--- config.mk ---
export PLATFORM = sky130hd
export DESIGN_NAME = noc_vc_input_buffer
export DESIGN_NICKNAME = d
export VERILOG_FILES = /design/src/rtl/noc_vc_input_buffer_pkg.sv /design/src/rtl/noc_vc_fifo.sv /design/src/rtl/noc_vc_input_buffer.sv
export SDC_FILE = /design/constraint.sdc
export NUM_CORES = 1
export LEC_CHECK = 0
export CAP_MARGIN = 20
export CORE_MARGIN = 10
export CORE_UTILIZATION = 45
export DETAILED_ROUTE_END_ITERATION = 8
export HOLD_SLACK_MARGIN = 0.08
export PLACE_DENSITY = 0.63
export SYNTH_ARGS = -nofsm -noshare
export SYNTH_HDL_FRONTEND = slang
export SYNTH_SLANG_ARGS = --single-unit
export TNS_END_PERCENT = 100
--- constraint.sdc ---
create_clock -name i_clk -period 3.3 [get_ports i_clk]
set_input_delay 0.66 -clock i_clk [delete_from_list [all_inputs] [get_ports i_clk]]
set_output_delay 0.66 -clock i_clk [all_outputs]
set_load 0.05 [all_outputs]
--- src/rtl/noc_vc_input_buffer_pkg.sv ---
// ============================================================================
// Module   : noc_vc_input_buffer_pkg
// Brief    : Shared defaults, read-FSM encoding and helpers for the VC buffer.
// Revision : 1.0
// ============================================================================
`default_nettype none

package noc_vc_input_buffer_pkg;

    localparam int c_tam_flit_default = 16;

    typedef enum logic [1:0] {
        HDR  = 2'd0,
        SIZE = 2'd1,
        PAY  = 2'd2
    } vc_state_e;

    // A single VC still needs a 1-bit id port.
    function automatic int vc_width(input int n);
        return (n > 1) ? $clog2(n) : 1;
    endfunction

endpackage

`default_nettype wire

--- src/rtl/noc_vc_fifo.sv ---
// ============================================================================
// Module   : noc_vc_fifo
// Brief    : Single-VC circular FIFO with packet-tracking read FSM.
// Revision : 1.0
// ============================================================================
`default_nettype none

module noc_vc_fifo
    import noc_vc_input_buffer_pkg::*;
#(
    parameter int TAM_FLIT  = c_tam_flit_default,
    parameter int BUF_DEPTH = 4
) (
    input  logic                i_clk,
    input  logic                i_rst,
    input  logic                i_push,
    input  logic [TAM_FLIT-1:0] i_data,
    input  logic                i_pop,
    output logic                o_credit,
    output logic                o_valid,
    output logic [TAM_FLIT-1:0] o_data,
    output logic                o_head,
    output logic                o_eop
);

    localparam int PW = $clog2(BUF_DEPTH);
    localparam int CW = PW + 1;

    logic [TAM_FLIT-1:0] r_mem_q [BUF_DEPTH];
    logic [PW-1:0]       r_wr_ptr_q, w_wr_ptr_d;
    logic [PW-1:0]       r_rd_ptr_q, w_rd_ptr_d;
    logic [CW-1:0]       r_count_q,  w_count_d;
    logic [TAM_FLIT-1:0] r_rem_q,    w_rem_d;
    vc_state_e           r_state_q,  w_state_d;

    logic                w_push_ok;
    logic                w_pop_ok;
    logic [TAM_FLIT-1:0] w_head_flit;

    assign o_credit    = (r_count_q < CW'(BUF_DEPTH));
    assign o_valid     = (r_count_q != '0);
    assign w_push_ok   = i_push && o_credit;
    assign w_pop_ok    = i_pop && o_valid;
    assign w_head_flit = r_mem_q[r_rd_ptr_q];
    assign o_data      = w_head_flit;

    always_comb begin
        w_wr_ptr_d = r_wr_ptr_q;
        w_rd_ptr_d = r_rd_ptr_q;
        w_count_d  = r_count_q;
        w_state_d  = r_state_q;
        w_rem_d    = r_rem_q;
        if (w_push_ok) begin
            w_wr_ptr_d = r_wr_ptr_q + 1'b1;
        end
        if (w_pop_ok) begin
            w_rd_ptr_d = r_rd_ptr_q + 1'b1;
        end
        case ({w_push_ok, w_pop_ok})
            2'b10:   w_count_d = r_count_q + 1'b1;
            2'b01:   w_count_d = r_count_q - 1'b1;
            default: w_count_d = r_count_q;
        endcase
        if (w_pop_ok) begin
            case (r_state_q)
                HDR:  w_state_d = SIZE;
                SIZE: begin
                    if (w_head_flit == '0) begin
                        w_state_d = HDR;
                    end else begin
                        w_rem_d   = w_head_flit;
                        w_state_d = PAY;
                    end
                end
                PAY: begin
                    w_rem_d = r_rem_q - 1'b1;
                    if (r_rem_q == TAM_FLIT'(1)) begin
                        w_state_d = HDR;
                    end
                end
                default: w_state_d = HDR;
            endcase
        end
    end

    // Flags are gated by o_valid so an empty VC never advertises a boundary.
    always_comb begin
        o_head = o_valid && (r_state_q == HDR);
        o_eop  = o_valid && (((r_state_q == SIZE) && (w_head_flit == '0)) ||
                             ((r_state_q == PAY)  && (r_rem_q == TAM_FLIT'(1))));
    end

    always_ff @(posedge i_clk or negedge i_rst) begin
        if (!i_rst) begin
            r_wr_ptr_q <= '0;
            r_rd_ptr_q <= '0;
            r_count_q  <= '0;
            r_rem_q    <= '0;
            r_state_q  <= HDR;
        end else begin
            r_wr_ptr_q <= w_wr_ptr_d;
            r_rd_ptr_q <= w_rd_ptr_d;
            r_count_q  <= w_count_d;
            r_rem_q    <= w_rem_d;
            r_state_q  <= w_state_d;
        end
    end

    // Storage needs no reset: an empty count hides stale entries.
    always_ff @(posedge i_clk) begin
        if (w_push_ok) begin
            r_mem_q[r_wr_ptr_q] <= i_data;
        end
    end

endmodule

`default_nettype wire

--- src/rtl/noc_vc_input_buffer.sv ---
// ============================================================================
// Module   : noc_vc_input_buffer
// Brief    : Credit-based multi-VC router input buffer with overflow flag.
// Revision : 1.0
// ============================================================================
`default_nettype none

module noc_vc_input_buffer
    import noc_vc_input_buffer_pkg::*;
#(
    parameter int TAM_FLIT  = c_tam_flit_default,
    parameter int NUM_VC    = 2,
    parameter int BUF_DEPTH = 4
) (
    input  logic                         i_clk,
    input  logic                         i_rst,
    input  logic                         i_rx,
    input  logic [vc_width(NUM_VC)-1:0]  i_vc,
    input  logic [TAM_FLIT-1:0]          i_data,
    output logic [NUM_VC-1:0]            o_credit,
    output logic [NUM_VC-1:0]            o_valid,
    output logic [NUM_VC*TAM_FLIT-1:0]   o_data,
    output logic [NUM_VC-1:0]            o_head,
    output logic [NUM_VC-1:0]            o_eop,
    input  logic [NUM_VC-1:0]            i_pop,
    output logic                         o_ovf
);

    logic [NUM_VC-1:0] w_push;
    logic              w_drop;
    logic              r_ovf_q, w_ovf_d;

    generate
        for (genvar v = 0; v < NUM_VC; v++) begin : g_vc
            assign w_push[v] = i_rx && (int'(i_vc) == v);

            noc_vc_fifo #(
                .TAM_FLIT  (TAM_FLIT),
                .BUF_DEPTH (BUF_DEPTH)
            ) u_fifo (
                .i_clk    (i_clk),
                .i_rst    (i_rst),
                .i_push   (w_push[v]),
                .i_data   (i_data),
                .i_pop    (i_pop[v]),
                .o_credit (o_credit[v]),
                .o_valid  (o_valid[v]),
                .o_data   (o_data[v*TAM_FLIT +: TAM_FLIT]),
                .o_head   (o_head[v]),
                .o_eop    (o_eop[v])
            );
        end
    endgenerate

    // Out-of-range VC ids decode to no push at all, so they count as drops.
    always_comb begin
        w_drop  = i_rx && ((w_push & o_credit) == '0);
        w_ovf_d = r_ovf_q || w_drop;
    end

    always_ff @(posedge i_clk or negedge i_rst) begin
        if (!i_rst) begin
            r_ovf_q <= 1'b0;
        end else begin
            r_ovf_q <= w_ovf_d;
        end
    end

    assign o_ovf = r_ovf_q;

endmodule

`default_nettype wire

# After elaboration in Yosys (flattened, before gate mapping)
# Memory sizes are Yosys's and may differ from the RTL's.
# Index checks and enable logic that the tools add are counted.
# totals
ff_bits	51
ramBits	128
out_inout_bits	41
wordCells	90
memories	2
# op_classes
add_sub_neg	10
order_cmp	2
n_eq_ne	14
mux	16
n_bitwise	2
n_reduce_logical	33
# memory_table
memory	words	word_bits	read_ports	rd_clocked_by_memory_dff	wr	line	source
g_vc[0].u_fifo.r_mem_q	4	16	1	0	1	noc_vc_fifo.sv:29	logic [TAM_FLIT-1:0] r_mem_q [BUF_DEPTH];
g_vc[1].u_fifo.r_mem_q	4	16	1	0	1	noc_vc_fifo.sv:29	
# op_table
operator	n
16-bit case mux with 2 select lines	2
16-bit by 1-bit equality test with 1-bit output, second input constant	2
16-bit logical NOT	2
16-bit 2-to-1 mux	2
16-bit by 1-bit subtractor with 16-bit output, second input constant	2
1-bit logical AND	15
2-bit case mux with 3 select lines	2
3-bit case mux with 2 select lines	2
2-bit by 1-bit adder with 2-bit output, second input constant	4
2-bit by 1-bit equality test with 1-bit output, second input constant	4
2-bit equality test, second input constant	4
2-bit 2-to-1 mux	4
2-bit nonzero test	4
3-bit by 1-bit adder with 3-bit output, second input constant	2
2-bit logical NOT	3
3-bit < comparator, second input constant	2
3-bit AND reduction	2
3-bit nonzero test	2
3-bit by 1-bit subtractor with 3-bit output, second input constant	2
1-bit 2-to-1 mux	4
2-bit by 1-bit inequality test with 1-bit output, second input constant	2
2-bit inequality test, second input constant	2
2-bit AND reduction	2
1-bit logical OR	3
other kinds (2)	2

# Logic depth before layout (Yosys ltp)
# depth
word_depth	6
ltp_mapped	11

# Modules after synthesis
# From an unflattened synthesis, not the netlist that was laid out.
# unflattened
cells_unflattened	583
area_unflattened_um2	8339.2
# modules_own_cells
module	n_inst	cells_each	area_each_um2	seq_area_each_um2
noc_vc_fifo	2	289	4140.2	2547.4
noc_vc_input_buffer	1	5	58.8	25.0

# Worst setup path before layout
# No wires, ideal clock.
# synth_path
path_kind	register -> output
start	register g_vc[0].u_fifo.r_rd_ptr_q[0]
end	output port o_eop[0]
arrival_time_ns	2.568
required_time_ns	2.640
setup_slack_ns	0.072
path_stages_with_launch	10
n_path_buf	4
cell_sequence	dfrtp_1 > buf_2 > buf_6 > mux4_2 > nor4_1 > and4_1 > buf_2 > nand3_1 > a21oi_1 > buf_4
# synth_between
elab_chain_len	5
# synth_rtl
element	line	source
start, declared	noc_vc_fifo.sv:31	logic [PW-1:0] r_rd_ptr_q, w_rd_ptr_d;
start signal, assigned	noc_vc_fifo.sv:102	r_rd_ptr_q <= w_rd_ptr_d;
memory 4 x 16 bit	--	
net o_data[5]	noc_vc_input_buffer.sv:22	output logic [NUM_VC*TAM_FLIT-1:0] o_data,
16-bit logical NOT	noc_vc_fifo.sv:89	o_eop = o_valid && (((r_state_q == SIZE) && (w_head_flit == '0)) ||
1-bit logical AND	noc_vc_fifo.sv:89	
1-bit logical OR	noc_vc_fifo.sv:89	
1-bit logical AND	noc_vc_fifo.sv:89	
end, declared	noc_vc_input_buffer.sv:24	output logic [NUM_VC-1:0] o_eop,
# The timed path passes the listed nets, and every way through them passes these cells.

# Final worst setup path
# layout_path
start	register g_vc[1].u_fifo.r_rd_ptr_q[0]
end	output port o_eop[1]
# layout_between
elab_chain_len	5
# layout_rtl
element	line
start, declared	noc_vc_fifo.sv:31
start signal, assigned	noc_vc_fifo.sv:102
memory 4 x 16 bit	--
16-bit logical NOT	noc_vc_fifo.sv:89
1-bit logical AND	noc_vc_fifo.sv:89
1-bit logical OR	noc_vc_fifo.sv:89
1-bit logical AND	noc_vc_fifo.sv:89
# Every way passes these cells.

==> flow_metrics.py <==
metrics = {
    "run_status": {
        "status": "finished with violations",
        "violations": "negative setup slack",
    },
    "worst_setup_path": {
        "ff2ff_path_depth": 9,
        "crit_top_cell": "buf_12",
        "worst_r2r_startpoint": "g_vc[1].u_fifo.r_rd_ptr_q[0]",
        "worst_ep_required_time_ns": 2.64,
        "endpoint_kind": "primary output",
        "critPathArrivalTime_ns": 2.76,
        "crit_slowest_cell": "mux4_2",
        "crit_chain": "buf_6, buf_12, mux4_2, nor4_4, nand4_1, nor3_2, a21oi_2, nor2_2, buf_12",
        "rrSetupSlack_ns": 0.33,
        "cp-startpoint": "g_vc[1].u_fifo.r_rd_ptr_q[0]",
        "r2r-end": "g_vc[1].u_fifo.r_rem_q[1]",
        "worst-setup-path-type": "flop to primary output",
        "critPathMaxFanout": 9,
        "start_kind": "flop",
        "critical-path-max-stage-delay_ns": 0.55,
    },
    "floorplanning": {
        "die_w_um": 156,
        "rows": 49,
        "coreArea_um2": 18100,
        "die_y_um": 156,
        "ioPinCount": 63,
        "dieArea_um2": 24300,
        "initial_utilization_pct": 45.9,
    },
    "timing": {
        "tightestPinTransition_ns": 0.691,
        "setup_tns_ns": -0.115,
        "fin_crit_ns": 3.42,
        "fmax_mhz": 293,
        "rsz0062_at_grt": "true",
        "final_hold_viol_count": 0,
        "worst_hold_slack_ns": 0.472,
        "setup_viol": 1,
        "timing.final.crit_share_pct": 103,
        "slew_violations": 0,
        "skew_ns": 0.0116,
        "slew_headroom_pct": 53.4,
        "setup_ws_ns": -0.115,
    },
    "global_routing": {
        "grt_pass1_wl_mm": 32.3,
        "grt_max_degree": 45,
        "grt.met2_usage_pct": 27.4,
        "grt_util_all_layers_pct": 17.1,
        "grtUsageMet3_pct": 3.42,
        "overflow": 0,
        "use_met1_pct": 22.9,
        "first_global_vias": 5514,
        "antenna_found_initial": 0,
        "busiest_layer": "met2",
    },
    "yosys": {
        "yosysTopAreaCellShare_pct": 46.3,
        "ys_ff_latch": 179,
        "seq_area_frac_synth_pct": 61.6,
        "ys_warn_count": 0,
        "synth_edf_count": 128,
        "yosysTopAreaCell": "edfxtp_1",
        "yosys-top-cells-area": "edfxtp_1, dfrtp_1, mux4_2",
        "netlist_area_um2": 8310,
        "async_flop_share_pct": 28.5,
        "yosysUniqueCellTypes": 67,
        "syn_nets": 646,
        "syn_inst": 608,
        "syn-mean-instance-area_um2": 13.7,
        "ys.flop_type": "edfxtp_1",
    },
    "placement": {
        "dp.cells": 900,
        "place_area_um2": 9300,
        "io_buffers": 62,
        "post-place-ws_ns": 0.0512,
        "dp_hpwl_mm": 14.0,
        "routabilityCongestion": 0.873,
    },
    "routing": {
        "dr.pass1.iters": 5,
        "routedWlPerCell_um": 21.5,
        "num_vias": 5549,
        "ant_nets": 0,
        "drc": 0,
        "via_per_inst": 5.87,
        "drtIter0Drc": 643,
        "wirelength_mm": 20.3,
    },
    "power": {
        "peakVddDrop_mv": 0.384,
        "power_mw": 10.0,
        "leakagePower_nw": 3.64,
        "power_density_nw_per_um2": 991,
    },
    "worst_hold_path": {
        "whs_endpoint": "o_ovf",
        "worstHoldStart": "o_ovf",
        "min_path_type": "flop to flop",
        "whs_path_depth": 1,
    },
    "clocking": {
        "cts_tree": "done",
        "h-tree-depth": 4,
        "cts_buffer_depth": 2,
        "worstSkewPairLatency_ns": 0.44,
        "clk_pin_slew_ns": 0.07,
        "cts-root-buf": "clkbuf_16",
        "cts_sinks": 179,
        "cts_buffers": 17,
    },
    "layout": {
        "areaGrowthSynthToFinish_pct": 21.8,
        "layout.cells.non_filler": 945,
        "fin_util_pct": 56.0,
        "drive_above_1_share_pct": 19.8,
        "final_area_um2": 10100,
        "antenna_cells": 0,
        "layout.nets": 741,
        "mostFrequentLayoutCell": "edfxtp_1",
        "final_cell_mix": "edfxtp_1, clkdlybuf4s50_1, dfrtp_1",
    },
    "job": {
        "drv_cap": 0,
    },
}
-- worst max-delay path by stage --
stage / end / slack [ns]
floorplan: o_eop[0] / 0.07
global placement: o_eop[1] / 0.10
detailed placement: o_eop[1] / 0.05
CTS: o_eop[1] / -0.10
global route: o_eop[1] / -0.27
finish: o_eop[1] / -0.12
-- per-layer routing --
| metal | up-vias | part of all wire, % |
|---|---|---|
| met2 | 226 | 49 |
| met5 | - | 0 |
| li1 | 2513 | - |
| met1 | 2773 | 43 |
| met4 | 0 | 1.5 |
| met3 | 37 | 6.3 |
-- layout make-up --
cell class,instances,area (um2)
clock buffer,17,425
clock inverter,15,145
fill,1368,7970
inverter,29,109
multi-input combinational,364,2950
sequential,179,5120
tap,229,287
timing repair buffer,112,1080
-- cell families (layout without fill, tap and decap cells) --
logic type               count (synthesis)  in the layout  synth area share [%]
AO/OA/AOI/OAI                          109            109                  8.61
XOR/XNOR                                18             18                  1.90
buffers and inverters                   65            173                  4.08
adder cells (fa/ha/maj)                 16             16                  2.59
multiplexers                            40             40                  10.1
flip-flops                             179            179                  61.6
AND/OR/NAND/NOR                        181            181                  11.1
-- Yosys cell counts, drive strengths merged (3+ instances only) --
cell / instances
nand3: 13
inv: 28
o31ai: 7
dfrtp: 51
a2bb2oi: 4
or4: 5
o21ai: 20
or3: 7
ha: 14
nand2: 43
and3: 4
a211o: 5
buf: 22
a22oi: 3
nor2: 39
clkbuf: 14
nor3: 24
o22ai: 8
and2: 8
nand4: 6
a211oi: 3
xnor2: 14
o2111ai: 3
edfxtp: 128
or2: 5
a31oi: 8
xor2: 4
nor4: 12
a21oi: 31
mux2i: 7
mux4: 32
-- report_power, final --
group	total [mW]	internal [mW]	switching, mW
combinational	4.81	1.91	2.90
clock	1.98	1.06	0.916
sequential	3.24	2.84	0.406
total	10.0	5.81	4.22
-- critical path, delay by kind of cell, from the launching register on --
family,cells,cell delay [ns]
and+or+nand+nor,4,0.94
muxes,1,0.55
buffers and inverters,3,0.39
DFF,1,0.37
AOI/OAI and AO/OA,1,0.07
-- flip-flops by register name, indices dropped and copies added (netlist names) --
| register | flops |
|---|---|
| g_vc.u_fifo.r_count_q | 6 |
| g_vc.u_fifo.r_mem_q | 128 |
| g_vc.u_fifo.r_rd_ptr_q | 4 |
| g_vc.u_fifo.r_rem_q | 32 |
| g_vc.u_fifo.r_state_q | 4 |
| g_vc.u_fifo.r_wr_ptr_q | 4 |
| o_ovf | 1 |
-- repair_timing --
item / 4_1_cts / 5_1_grt
setup endpoints to repair: 2 / 2
hold buffers: 0 / 1
endpoints found under the hold margin: 0 / 1
buffers inserted: 6 / 3
gates cloned: 2 / 0
gates resized for setup: 29 / 1
pin swaps: 5 / 1
Note: power is estimated with default switching activity, not from simulation.
